`config.mk`:
```
export PLATFORM = sky130hd
export DESIGN_NAME = sprite_blitter
export DESIGN_NICKNAME = d
export VERILOG_FILES = /design/src/rtl/kule_gfx_pkg.sv /design/src/rtl/blit_coord_walker.sv /design/src/rtl/sprite_blitter.sv
export SDC_FILE = /design/constraint.sdc
export NUM_CORES = 1
export LEC_CHECK = 0
export BUFFER_PORTS_ARGS = -buffer_cell sky130_fd_sc_hd__buf_4
export CORE_UTILIZATION = 33
export CTS_BUF_LIST = sky130_fd_sc_hd__clkbuf_2
export DETAILED_ROUTE_END_ITERATION = 8
export GPL_TIMING_DRIVEN = 0
export PLACE_DENSITY = 0.52
export SLEW_MARGIN = 20
export SYNTH_ARGS = -nofsm -noshare
export SYNTH_HDL_FRONTEND = slang
export SYNTH_SLANG_ARGS = --single-unit
```
`constraint.sdc`:
```
create_clock -name clock -period 9.45 [get_ports clock]
set_input_delay 1.89 -clock clock [delete_from_list [all_inputs] [get_ports clock]]
set_output_delay 1.89 -clock clock [all_outputs]
set_load 0.05 [all_outputs]
```
`src/rtl/kule_gfx_pkg.sv`:
```
// Shared graphics types and geometry for the sprite pipeline.
package kule_gfx_pkg;

    localparam int FB_W      = 320;
    localparam int FB_H      = 240;
    localparam int SPRITE_W  = 32;
    localparam int SPRITE_H  = 32;
    localparam int MAX_SCALE = 4;

    typedef logic [3:0] color_t;

    typedef struct packed {
        logic [7:0]         id;
        logic signed [15:0] x;
        logic signed [15:0] y;
        logic [7:0]         scale;
    } sprite_cmd_t;

    typedef enum logic [2:0] {
        ST_IDLE,
        ST_LOAD,
        ST_READ,
        ST_WAIT,
        ST_WRITE,
        ST_ADVANCE,
        ST_DONE
    } blit_state_t;

    // Zero magnification is treated as 1:1; anything above the limit saturates.
    function automatic logic [7:0] clamp_scale(input logic [7:0] s, input int max_s);
        if (s == 8'd0) return 8'd1;
        if (int'(s) > max_s) return 8'(max_s);
        return s;
    endfunction

endpackage

```
`src/rtl/blit_coord_walker.sv`:
```
// Raster walker over the scaled destination rectangle: source texel, destination
// offsets, framebuffer row base and last-pixel flag, stepped by one strobe.
module blit_coord_walker #(
    parameter int SPRITE_W  = 32,
    parameter int SPRITE_H  = 32,
    parameter int FB_W      = 320,
    parameter int MAX_SCALE = 4,
    parameter int SX_W      = $clog2(SPRITE_W),
    parameter int SY_W      = $clog2(SPRITE_H),
    parameter int DX_W      = $clog2(SPRITE_W * MAX_SCALE) + 1,
    parameter int DY_W      = $clog2(SPRITE_H * MAX_SCALE) + 1,
    parameter int SC_W      = $clog2(MAX_SCALE) + 1,
    parameter int RB_W      = 26
) (
    input  logic                   clock,
    input  logic                   reset,
    input  logic                   load,
    input  logic                   advance,
    input  logic [SC_W-1:0]        scale,
    input  logic signed [15:0]     y,
    output logic [SX_W-1:0]        src_x,
    output logic [SY_W-1:0]        src_y,
    output logic [DX_W-1:0]        dx,
    output logic [DY_W-1:0]        dy,
    output logic signed [RB_W-1:0] row_base,
    output logic                   last
);

    logic [SC_W-1:0] sub_x;
    logic [SC_W-1:0] sub_y;
    logic [DX_W-1:0] span_x;
    logic [DY_W-1:0] span_y;
    logic            row_end;
    logic            sub_x_end;
    logic            sub_y_end;

    assign span_x    = DX_W'(SPRITE_W) * DX_W'(scale);
    assign span_y    = DY_W'(SPRITE_H) * DY_W'(scale);
    assign row_end   = (dx == span_x - 1'b1);
    assign last      = row_end && (dy == span_y - 1'b1);
    assign sub_x_end = (sub_x == scale - 1'b1);
    assign sub_y_end = (sub_y == scale - 1'b1);

    always_ff @(posedge clock) begin
        if (reset) begin
            src_x    <= '0;
            src_y    <= '0;
            sub_x    <= '0;
            sub_y    <= '0;
            dx       <= '0;
            dy       <= '0;
            row_base <= '0;
        end else if (load) begin
            src_x    <= '0;
            src_y    <= '0;
            sub_x    <= '0;
            sub_y    <= '0;
            dx       <= '0;
            dy       <= '0;
            row_base <= RB_W'(y) * RB_W'(FB_W);
        end else if (advance) begin
            if (row_end) begin
                // End of a destination row: the source column restarts with it.
                dx       <= '0;
                sub_x    <= '0;
                src_x    <= '0;
                dy       <= dy + 1'b1;
                row_base <= row_base + RB_W'(FB_W);
                if (sub_y_end) begin
                    sub_y <= '0;
                    src_y <= src_y + 1'b1;
                end else begin
                    sub_y <= sub_y + 1'b1;
                end
            end else begin
                dx <= dx + 1'b1;
                if (sub_x_end) begin
                    sub_x <= '0;
                    src_x <= src_x + 1'b1;
                end else begin
                    sub_x <= sub_x + 1'b1;
                end
            end
        end
    end

endmodule

```
`src/rtl/sprite_blitter.sv`:
```
// Draws queued sprites into the framebuffer: scaled, clipped, colour 0 transparent.
// One source read per destination pixel; writes wait on the framebuffer handshake.
module sprite_blitter #(
    parameter int SPRITE_NUM       = 16,
    parameter int SPRITE_ADDR_SIZE = 9,
    parameter int SPRITE_W         = kule_gfx_pkg::SPRITE_W,
    parameter int SPRITE_H         = kule_gfx_pkg::SPRITE_H,
    parameter int FB_W             = kule_gfx_pkg::FB_W,
    parameter int FB_H             = kule_gfx_pkg::FB_H,
    parameter int MAX_SCALE        = kule_gfx_pkg::MAX_SCALE
) (
    input  logic                          clock,
    input  logic                          reset,
    input  logic                          enable,
    input  logic                          is_empty,
    input  logic [7:0]                    sprite_id,
    input  logic [15:0]                   sprite_x,
    input  logic [15:0]                   sprite_y,
    input  logic [7:0]                    sprite_scale,
    output logic                          dequeue,
    output logic [$clog2(SPRITE_NUM)-1:0] sprite_r_select,
    output logic [SPRITE_ADDR_SIZE:0]     sprite_r_addr,
    input  logic [3:0]                    sprite_r_data,
    output logic                          fb_w_en,
    output logic [$clog2(FB_W*FB_H)-1:0]  fb_w_addr,
    output logic [3:0]                    fb_w_data,
    input  logic                          fb_w_ready,
    output logic                          busy,
    output logic                          sprite_done
);
    import kule_gfx_pkg::*;

    localparam int SEL_W  = $clog2(SPRITE_NUM);
    localparam int ADDR_W = SPRITE_ADDR_SIZE + 1;
    localparam int FBA_W  = $clog2(FB_W * FB_H);
    localparam int SX_W   = $clog2(SPRITE_W);
    localparam int SY_W   = $clog2(SPRITE_H);
    localparam int DX_W   = $clog2(SPRITE_W * MAX_SCALE) + 1;
    localparam int DY_W   = $clog2(SPRITE_H * MAX_SCALE) + 1;
    localparam int SC_W   = $clog2(MAX_SCALE) + 1;
    localparam int RB_W   = 26;

    blit_state_t            state;
    blit_state_t            state_next;
    sprite_cmd_t            cmd;
    color_t                 pixel;
    logic [SX_W-1:0]        src_x;
    logic [SY_W-1:0]        src_y;
    logic [DX_W-1:0]        dx;
    logic [DY_W-1:0]        dy;
    logic signed [RB_W-1:0] row_base;
    logic                   last;
    logic signed [16:0]     px;
    logic signed [16:0]     py;
    logic                   pix_visible;

    blit_coord_walker #(
        .SPRITE_W  (SPRITE_W),
        .SPRITE_H  (SPRITE_H),
        .FB_W      (FB_W),
        .MAX_SCALE (MAX_SCALE),
        .SX_W      (SX_W),
        .SY_W      (SY_W),
        .DX_W      (DX_W),
        .DY_W      (DY_W),
        .SC_W      (SC_W),
        .RB_W      (RB_W)
    ) u_walker (
        .clock    (clock),
        .reset    (reset),
        .load     (state == ST_LOAD),
        .advance  (state == ST_ADVANCE),
        .scale    (SC_W'(cmd.scale)),
        .y        (cmd.y),
        .src_x    (src_x),
        .src_y    (src_y),
        .dx       (dx),
        .dy       (dy),
        .row_base (row_base),
        .last     (last)
    );

    // Select and address come straight from registers, so they are valid throughout READ.
    assign sprite_r_select = SEL_W'(cmd.id);
    assign sprite_r_addr   = ADDR_W'({src_y, src_x});

    assign pixel       = sprite_r_data;
    assign px          = {cmd.x[15], cmd.x} + 17'(dx);
    assign py          = {cmd.y[15], cmd.y} + 17'(dy);
    assign pix_visible = (pixel != '0) && !px[16] && (px < 17'(FB_W))
                                       && !py[16] && (py < 17'(FB_H));

    always_comb begin
        state_next = state;
        unique case (state)
            ST_IDLE:    if (enable && !is_empty) state_next = ST_LOAD;
            ST_LOAD:    state_next = ST_READ;
            ST_READ:    state_next = ST_WAIT;
            ST_WAIT:    state_next = pix_visible ? ST_WRITE : ST_ADVANCE;
            ST_WRITE:   if (fb_w_ready) state_next = ST_ADVANCE;
            ST_ADVANCE: state_next = last ? ST_DONE : ST_READ;
            ST_DONE:    state_next = ST_IDLE;
            default:    state_next = ST_IDLE;
        endcase
    end

    // Strobes are derived from the next state so every output leaves a flop.
    always_ff @(posedge clock) begin
        if (reset) begin
            state       <= ST_IDLE;
            cmd         <= '0;
            dequeue     <= 1'b0;
            busy        <= 1'b0;
            sprite_done <= 1'b0;
            fb_w_en     <= 1'b0;
            fb_w_addr   <= '0;
            fb_w_data   <= '0;
        end else begin
            state       <= state_next;
            dequeue     <= (state_next == ST_LOAD);
            busy        <= (state_next != ST_IDLE);
            sprite_done <= (state_next == ST_DONE);
            fb_w_en     <= (state_next == ST_WRITE);
            if (state == ST_IDLE && state_next == ST_LOAD) begin
                cmd.id    <= sprite_id;
                cmd.x     <= sprite_x;
                cmd.y     <= sprite_y;
                cmd.scale <= clamp_scale(sprite_scale, MAX_SCALE);
            end
            if (state == ST_WAIT && pix_visible) begin
                fb_w_addr <= FBA_W'(row_base + RB_W'(px));
                fb_w_data <= pixel;
            end
        end
    end

endmodule

```
==> results.txt, run 1 <==
CTS H-tree depth = 3
DRC errors left = 0
CTS clk-pin slew, worst paths = 0.29 ns
Post-synth EDFFs = 0
Overflow after GRT = 0
Clock power frac = 0.276
Average routed wire per standard cell = 14.4 um
Worst setup EP type = flip-flop
Setup TNS = 0 ns
CP Cell Sequence = ha_1 -> fa_1 -> a211oi_1 -> o21ai_0 -> xor2_1 -> ha_1 -> fa_1 -> a21oi_1 -> o211ai_1 -> nor2b_1 -> nor2_1 -> maj3_1 -> a21oi_1 -> xnor2_1 -> a211oi_2
CTS sink count = 110
Simple-gate share of the synthesized area = 0.213
Post-cts resize count = 0
Filler Cells Inserted = 1971
XOR/XNOR Fraction of Synth Area = 0.107
Sequential power share = 0.549
Comb power frac = 0.175
Avg Inst Size Synth = 8.54 um2
WL final = 15.6 mm
Ys Warns = 0
Mapped Cells = 744
Worst skew pair latency = 0.65 ns
Clock Root Buffer = clkbuf_2
Initial antenna violation count = 0
Async SR Flop Fraction = 0
Postcts setup bufs = 0
Hold_sp = cmd[1]
Num ports = 96
Starting Density = 0.339
Worst Hold Path Cells = 2
Combinational family with the most area after synthesis = simple AND/OR/NAND/NOR gates
Mux cell area share after synthesis = 0.0378
WP data required = 10.05 ns
Antenna Nets Post-Route = 0
CP Launch Type = flip-flop
Synth unique cells = 69
Period utilisation layout = 0.418
Mapped cell area = 6350 um2
Largest net degree at the start of global routing = 17
Mapped Nets = 851
Port buffer count = 91
R2R Path Start = cmd[24]
Tightest Pin Transition = 0.915 ns
Yosys reg bits = 110
Power consumption = 0.912 mW
Yosys top cell area share = 0.347
Iter 0 DRT Violations = 202
RSZ-0062 raised after global routing = false
Worst Hold Path EP = cmd[1]
Length of the first detailed-routing pass in iterations = 4
Routability congestion estimate = 0.752
CP arrival = 4.56 ns
Internal power = 0.641 mW
Die H = 141 um
Sequential share of the synthesized area = 0.347
Clock Tree Buf Depth = 2
GRT Total Usage = 0.164
Hpwl dp = 12.2 mm
Worst flop-to-flop path endpoint = fb_w_addr[16]
Final hold violation count = 0
CP max stage delay = 0.44 ns
Pwr/cell area = 122 nW/um2
Core area = 18800 um2
Drt via density = 4.81
Status = finished, final reports clean
Cts hold-fix bufs = 0
Lkg Pwr = 3.10 nW
CTS tree = done
R2r setup slk = 5.50 ns
Via count = 5227
Number of global-route vias before repair = 4824
Nets = 953
Final slew viol count = 0
Die width = 141 um
Post-synth top flop = dfxtp_1
Max cap viols = 0
Maximum vdd drop = 48.8 uV
Share of cells above drive strength 1 = 0.176
Hold Crit Class = reg2reg
Fmax = 253 MHz
CP Class = reg2reg
Synth Area in Compound Gates = 0.148
Tmin final = 3.95 ns
Sw frac = 0.297
Synth area leader = dfxtp_1
Crit path max fanout = 4
Post-Synth Adder-Cell Area = 0.105
Dominant cells by area after synthesis = dfxtp_1 (35%), ha_1 (9.3%), nand2_1 (6.0%)
CP max stage cell = fa_1
Setup Skew = 0.0343 ns
Die ar. = 19800 um2
Slew HR = 0.384
Row count = 50
Total net switching power = 0.271 mW
Cts bufs inserted = 9
Worst reg2reg path depth = 15
Area grow syn2layout = 17.5%
First-pass GRT wire length = 25.1 mm
Finish-stage setup viols = 0
power groups by stage:
stage / Combinational [mW] / Clock (mW) / Sequential, mW
after floorplan: 0.107 / 0 / 0.508
after global placement: 0.161 / 0 / 0.509
after detailed placement: 0.161 / 0 / 0.509
after CTS: 0.162 / 0.263 / 0.501
after global routing: 0.179 / 0.283 / 0.505
final: 0.160 / 0.251 / 0.501
area by class of cell:
type	instances	area [um2]	share of cell area
multi-input combinational	582	3880	0.520
sequential	110	2200	0.295
timing repair buffer	91	683	0.0915
tap	234	293	0.0392
buffer	38	218	0.0292
clock inverter	4	71.3	0.00955
clock buffer	12	60.1	0.00805
inverter	14	52.6	0.00704
antenna	1	2.50	0.000335
cells in the final DEF, fill, tap and decap left out, types with 14 or more instances in the layout:
cell and instances:
o21ai_0 16, a21oi_1 74, nand2_1 101, buf_4 96, nand3_1 24, clkbuf_1 24, xor2_1 35, nor3_1 14
xnor2_1 41, ha_1 47, nor2_1 83, inv_1 14, mux2i_1 24, dfxtp_1 110
logic make-up after synthesis:
group | after synthesis
flip-flops | 110
XOR/XNOR | 77
AND/OR/NAND/NOR | 288
multiplexers | 24
buffers and inverters | 52
AO/OA/AOI/OAI | 141
adder cells (fa/ha/maj) | 52
routing by layer:
| layer | up-vias | global-route usage | wire length [um] |
|---|---|---|---|
| met5 | - | 0 | 0 |
| met1 | 2360 | 0.221 | 7750 |
| met3 | 15 | 0.0258 | 567 |
| met4 | 0 | 0.0549 | 215 |
| li1 | 2779 | - | - |
| met2 | 73 | 0.265 | 7110 |
synth_stat cells, drive strengths merged (4+ instances only):
cell type and instances:
a211oi 15, a21o 4, a21oi 74, and2 4
and3 8, buf 10, clkbuf 25, dfxtp 110
ha 47, inv 14, mux2i 24, nand2 102
nand2b 10, nand3 25, nand4 12, nor2 89
nor3 14, nor4 4, o211ai 4, o21ai 17
o21bai 6, or3 6, or4 4, xnor2 42
xor2 35
sequential cells by signal, summed over array words and instances, names as in the netlist, 4 cells and up:
signal and cells:
u_walker.dy 8, u_walker.row_base 11, sprite_r_select 4, fb_w_data 4
u_walker.src_y 5, u_walker.src_x 5, cmd 35, fb_w_addr 17
u_walker.dx 8
metrics by stage:
step | hold slack, ns | util | cell area (um2) | std cells | setup WS (ns)
after global placement | 0.448 | 0.391 | 7330 | 1069 | 5.47
after detailed placement | 0.447 | 0.391 | 7330 | 1069 | 5.50
after floorplan | 0.432 | - | 6350 | 744 | 5.93
after CTS | 0.475 | 0.398 | 7460 | 1085 | 5.45
final | 0.473 | 0.398 | 7460 | 1086 | 5.50
after global routing | 0.502 | 0.398 | 7460 | 1085 | 5.17
worst max-delay path: cells and delay by family, from the launching register on:
kind / cells / cell delay, ns
compound gates: 6 / 1.29
xor+xnor: 2 / 0.33
fa+ha+maj: 5 / 1.68
flops: 1 / 0.41
simple gates: 2 / 0.22
worst max path at each step:
stage / startpoint / endpoint / slack [ns] / depth (start not counted)
2_1_floorplan: u_walker.dx[0] / fb_w_addr[16] / 5.93 / 15
3_3_place_gp: cmd[24] / fb_w_addr[16] / 5.47 / 15
3_5_place_dp: cmd[24] / fb_w_addr[16] / 5.50 / 15
4_1_cts: cmd[24] / fb_w_addr[16] / 5.45 / 15
5_1_grt: u_walker.dx[0] / fb_w_addr[16] / 5.17 / 15
6_report: cmd[24] / fb_w_addr[16] / 5.50 / 15
Note: power is estimated with default switching activity, not from simulation.
==> run 2, diff against run 1 <==
clock period = 3.8 ns   (was 9.45 ns; I/O delays follow)
==> run 2 against run 1 <==
  * First-iteration DRC count is 5.0% lower
  * Critical path type unchanged
  * Largest cell class unchanged
  * Power is 150% higher
  * Core utilization increased by 0.71 points
  * Sequential power up 150%
  * Via count is 0.99% higher
  * Setup slack lost 5.3 ns
  * Largest power group unchanged
  * Register-to-register slack got worse by 5.3 ns
==> results.txt, run 2 (synthesis results as in run 1) <==
Final hold violation count = 0 (unchanged)
Setup TNS = 0 ns (unchanged)
CTS sink count = 110 (unchanged)
Worst setup EP type = flip-flop
Iter 0 DRT Violations = 192 (-5.0%)
PnR worst setup slack = 0.159 ns (-5.34 ns)
Row count = 50 (unchanged)
Finish-stage setup viols = 0 (unchanged)
Crit-path leading delay family = adder cells
CP max stage cell = fa_2
Hold slack = 0.301 ns (-0.171 ns)
Share of cells above drive strength 1 = 0.203 (+0.0272)
Fmax = 275 MHz (+8.6%)
Tightest Pin Transition = 0.922 ns (+0.00660 ns)
RSZ-0062 raised after global routing = true
Place WS = -0.154 ns (-5.65 ns)
Die H = 141 um (unchanged)
Fin area = 7600 um2 (+1.8%)
Starting Density = 0.339 (unchanged)
Levels on crit path = 15 (unchanged)
CTS H-tree depth = 3 (unchanged)
GRT Total Usage = 0.164 (+0.000280)
Power consumption = 2.27 mW (+150%)
Cts bufs inserted = 9 (unchanged)
Area grow syn2layout = 19.6%
CP Cell Sequence = ha_1 -> fa_2 -> a211oi_4 -> o21ai_2 -> xor2_1 -> ha_1 -> fa_1 -> a21oi_2 -> o211ai_1 -> nor2b_1 -> nor2_1 -> maj3_1 -> a21oi_2 -> xnor2_1 -> a211oi_2
Max FFs per register = 35 (unchanged)
Lkg Pwr = 3.17 nW (+2.0%)
Core area = 18800 um2 (unchanged)
Commonest non-fill, non-tap cell in the layout = buf_4
Final slew viol count = 0 (unchanged)
Die ar. = 19800 um2 (unchanged)
Final Util = 0.405 (+0.00713)
Biggest register = cmd
Overflow after GRT = 0 (unchanged)
Via count = 5279 (+0.99%)
Setup Skew = 0.0334 ns (-0.000917 ns)
CP arrival = 4.25 ns (-0.31 ns)
CP Class = reg2reg
Worst Hold Path Cells = 3 (+1)
Worst reg2reg path depth = 15 (unchanged)
Largest regs = cmd (35), fb_w_addr (17), u_walker.row_base (11)
Status = finished, final reports clean
Cells after DPL = 1069 (unchanged)
Port buffer count = 91 (unchanged)
Drt via density = 4.82 (+0.16%)
CP max stage delay = 0.43 ns (about the same)
Worst skew pair latency = 0.65 ns (about the same)
Maximum vdd drop = 122 uV (+150%)
Placed standard-cell area = 7330 um2 (unchanged)
Antenna Nets Post-Route = 0 (unchanged)
Largest net degree at the start of global routing = 17 (unchanged)
Pwr/cell area = 299 nW/um2 (+140%)
CP Launch Type = flip-flop
Die width = 141 um (unchanged)
Num ports = 96 (unchanged)
Length of the first detailed-routing pass in iterations = 4 (unchanged)
Slew HR = 0.380 (-0.00444)
Period utilisation layout = 0.958 (+0.540)
Average routed wire per standard cell = 14.5 um (+0.41%)
Crit path max fanout = 4 (unchanged)
Most frequent cells in the layout = buf_4 (106), dfxtp_1 (103), nand2_1 (101)
Number of global-route vias before repair = 4853 (+0.60%)
DRC errors left = 0 (unchanged)
Clock Root Buffer = clkbuf_2
Worst path bufs/invs = 0 (unchanged)
WP data required = 4.40 ns (-5.65 ns)
Max cap viols = 0 (unchanged)
WL final = 15.8 mm (+1.2%)
Hpwl dp = 12.2 mm (unchanged)
Tmin final = 3.64 ns (-0.313 ns)
Initial antenna violation count = 0 (unchanged)
CTS tree = done
Filler-free cell count of the finished design = 1095 (+0.83%)
Clock Tree Buf Depth = 2 (unchanged)
Nets = 962 (+0.94%)
Routability congestion estimate = 0.752 (unchanged)
CTS clk-pin slew, worst paths = 0.29 ns (about the same)
Hold Crit Class = in2reg
First-pass GRT wire length = 25.1 mm (+0.28%)
run 2: cell types whose count changed in the layout (fill, tap and decap cells not counted), moves of 2 or more:
cell,change
buf_4,+10
dfxtp_1,-7
dfxtp_2,+6
a21oi_1,-3
a21oi_2,+3
o21ai_0,-2
run 2: worst paths after layout:
path,slack (ns),endpoint,from
min,0.30,sprite_r_select[2],sprite_id[2]
max,0.16,fb_w_addr[16],cmd[24]
max reg2reg,0.16,fb_w_addr[16],cmd[24]
min reg2reg,0.47,cmd[1],cmd[1]
run 2: layout make-up:
| type | instances | area (um2) |
|---|---|---|
| clock buffers | 12 | 60.1 |
| multi-input cells | 582 | 3930 |
| inverters | 14 | 52.6 |
| well taps | 234 | 293 |
| repair buffers | 101 | 758 |
| fillers | 1958 | 11200 |
| plain buffers | 37 | 214 |
| diodes | 1 | 2.50 |
| clock inverters | 4 | 71.3 |
| flip-flops and latches | 110 | 2210 |
run 2: worst min-delay path, stage by stage:
cell and delay, ns:
buf_4 0.11, nand2_1 0.04, a21oi_1 0.05
run 2: routing by layer:
layer	GRT usage	up-vias	share of wire	routed length, um
li1	-	2795	-	-
met1	0.222	2392	0.50	7870
met2	0.265	79	0.46	7240
met3	0.0258	13	0.033	519
met4	0.0549	0	0.013	209
met5	0	-	0	0
run 2: power breakdown:
group	switching, mW	internal (mW)
sequential	0.0467	1.20
clock	0.401	0.223
combinational	0.228	0.175
run 2: repair_timing:
item	4_1_cts	5_1_grt
endpoints found under the setup margin	2	5
buffers inserted	1	9
hold buffers	0	0
resized for setup	7	14
pin swaps	2	5
==> run 3, diff against run 2 <==
PLACE_DENSITY = 0.54   (was 0.52)
REMOVE_ABC_BUFFERS = 1   (was unset)
clock period = 3.2 ns   (was 3.8 ns; I/O delays follow)
==> run 3 against run 2 <==
  * The flow now finishes with violations (setup timing)
  * Critical endpoint unchanged
  * Maximum frequency up 4.7%
  * Non-clock buffer count is 9 lower
  * Critical path type unchanged
  * Critical path depth up 1
  * Final cell count fell by 0.91%
  * Register-to-register slack lost 0.44 ns
  * Sequential share of layout area decreased by 0.64 points
==> results.txt, run 3 (synthesis results as in run 1) <==
Status = finished, violations left
Failing checks = setup timing
Worst setup EP type = flip-flop
Core area = 18800 um2 (unchanged)
Cts bufs inserted = 9 (unchanged)
Drt via density = 4.86 (+0.90%)
Place WS = -0.808 ns (-0.654 ns)
Antenna Nets Post-Route = 0 (unchanged)
Largest regs = cmd (35), fb_w_addr (17), u_walker.row_base (11)
Port buffer count = 91 (unchanged)
Final hold violation count = 0 (unchanged)
Clock Tree Buf Depth = 2 (unchanged)
Most frequent cells in the layout = buf_4 (118), nand2_1 (101), dfxtp_1 (98)
Lkg Pwr = 3.22 nW (+1.6%)
Cts hold-fix bufs = 0 (unchanged)
Initial antenna violation count = 1 (+1)
Max FFs per register = 35 (unchanged)
Worst Setup SP = u_walker.dx[0]
RSZ-0062 raised after global routing = true
Worst reg2reg path depth = 16 (+1)
Commonest non-fill, non-tap cell in the layout = buf_4
R2r setup slk = -0.28 ns (-0.44 ns)
Comb power frac = 0.185 (+0.008)
Slew HR = 0.419 (+0.0390)
Total net switching power = 0.824 mW (+22%)
Die width = 141 um (unchanged)
Clock power frac = 0.256 (-0.019)
Biggest register = cmd
CP Launch Type = flip-flop
PnR worst setup slack = -0.277 ns (-0.436 ns)
CTS tree = done
Worst setup path end = fb_w_addr[16]
Average routed wire per standard cell = 13.7 um (-5.6%)
Sequential power share = 0.559 (+0.011)
Length of the first detailed-routing pass in iterations = 4 (unchanged)
Sw frac = 0.310 (+0.0130)
Pwr/cell area = 339 nW/um2 (+13%)
CTS H-tree depth = 3 (unchanged)
Power consumption = 2.65 mW (+17%)
Routability congestion estimate = 0.759 (+0.84%)
Share of cells above drive strength 1 = 0.261 (+0.0577)
Clock Root Buffer = clkbuf_2
Maximum vdd drop = 145 uV (+19%)
Hold Crit Class = in2reg
CP Class = reg2reg
WP data required = 3.74 ns (-0.66 ns)
Tightest Pin Transition = 0.872 ns (-0.0499 ns)
CTS sink count = 110 (unchanged)
Via count = 5278 (-0.019%)
First-pass GRT wire length = 24.4 mm (-2.7%)
Die H = 141 um (unchanged)
Max cap viols = 0 (unchanged)
Nets = 953 (-0.94%)
Area grow syn2layout = 23.2%
Starting Density = 0.339 (unchanged)
Crit path max fanout = 2 (-2)
Overflow after GRT = 0 (unchanged)
Fmax = 288 MHz (+4.7%)
Number of global-route vias before repair = 5040 (+3.9%)
CTS clk-pin slew, worst paths = 0.31 ns (+0.02 ns)
Internal power = 1.83 mW (+15%)
WL final = 14.8 mm (-6.5%)
Die ar. = 19800 um2 (unchanged)
DRC errors left = 0 (unchanged)
Largest net degree at the start of global routing = 78 (+61)
Setup Skew = 0.0438 ns (+0.0104 ns)
Hpwl dp = 10.5 mm (-14%)
R2R Path Start = u_walker.dx[0]
Final slew viol count = 0 (unchanged)
CP arrival = 4.02 ns (-0.23 ns)
Setup TNS = -0.984 ns (-0.984 ns)
Worst skew pair latency = 0.64 ns (about the same)
Iter 0 DRT Violations = 212 (+10%)
GRT Total Usage = 0.154 (-0.00985)
Worst flop-to-flop path endpoint = fb_w_addr[16]
Num ports = 96 (unchanged)
Period utilisation layout = 1.09 (+0.128)
Finish-stage setup viols = 16 (+16)
Tmin final = 3.48 ns (-0.164 ns)
Row count = 50 (unchanged)
## run 3: final cells by class
cell class,count,area [um2]
fill,1930,10900
multi-input combinational,582,4070
tap,234,293
clock inverter,6,68.8
clock buffer,9,45.0
timing repair buffer,129,1060
sequential,110,2230
inverter,14,52.6
antenna,1,2.50
## run 3: routing by layer
| metal | GRT usage | share of wire | vias to the layer above |
|---|---|---|---|
| met5 | 0 | 0 | - |
| met4 | 0.0606 | 0.018 | 0 |
| met3 | 0.0245 | 0.027 | 14 |
| met2 | 0.265 | 0.47 | 57 |
| met1 | 0.192 | 0.49 | 2429 |
| li1 | - | - | 2778 |
## run 3: how the worst min path moves through the flow
stage,from,slack (ns),end,depth (start not counted)
floorplan,cmd[1],0.43,cmd[1],2
global placement,cmd[1],0.44,cmd[1],2
detailed placement,sprite_r_select[3],0.45,sprite_r_select[3],2
CTS,sprite_x[0],0.14,cmd[24],3
global route,sprite_scale[1],0.13,cmd[1],3
finish,sprite_x[0],0.19,cmd[24],3
## run 3: power groups by stage
| stage | registers, mW | clock network, mW | logic [mW] |
|---|---|---|---|
| after detailed placement | 1.51 | 0 | 0.450 |
| after global routing | 1.49 | 0.771 | 0.547 |
| after global placement | 1.51 | 0 | 0.435 |
| after CTS | 1.49 | 0.722 | 0.491 |
| final | 1.48 | 0.679 | 0.491 |
| after floorplan | 1.51 | 0 | 0.269 |
## run 3: metrics by stage
stage | utilization | cell area (um2) | hold slack [ns] | std cells
2_1_floorplan | - | 6140 | 0.426 | 706
3_3_place_gp | 0.379 | 7110 | 0.441 | 1031
3_5_place_dp | 0.384 | 7200 | 0.450 | 1036
4_1_cts | 0.411 | 7710 | 0.138 | 1077
5_1_grt | 0.417 | 7830 | 0.130 | 1085
6_report | 0.417 | 7830 | 0.191 | 1085
## run 3: critical path, stage by stage, from the launching register on
cell      delay (ns)
dfxtp_2         0.41
ha_4            0.16
fa_2            0.37
a211oi_4        0.26
buf_4           0.17
o21ai_4         0.05
xor2_1          0.15
ha_2            0.20
fa_2            0.37
a21oi_2         0.16
o211ai_1        0.17
nor2b_1         0.17
nor2_2          0.06
maj3_2          0.31
a21oi_2         0.13
xnor2_1         0.15
a211oi_2        0.09
## run 3: what timing repair did
item,CTS,global route
pin swaps,30,19
resized for setup,51,15
setup endpoints to repair,46,23
buffers inserted,25,8
gates cloned,1,0
endpoints found under the hold margin,0,0
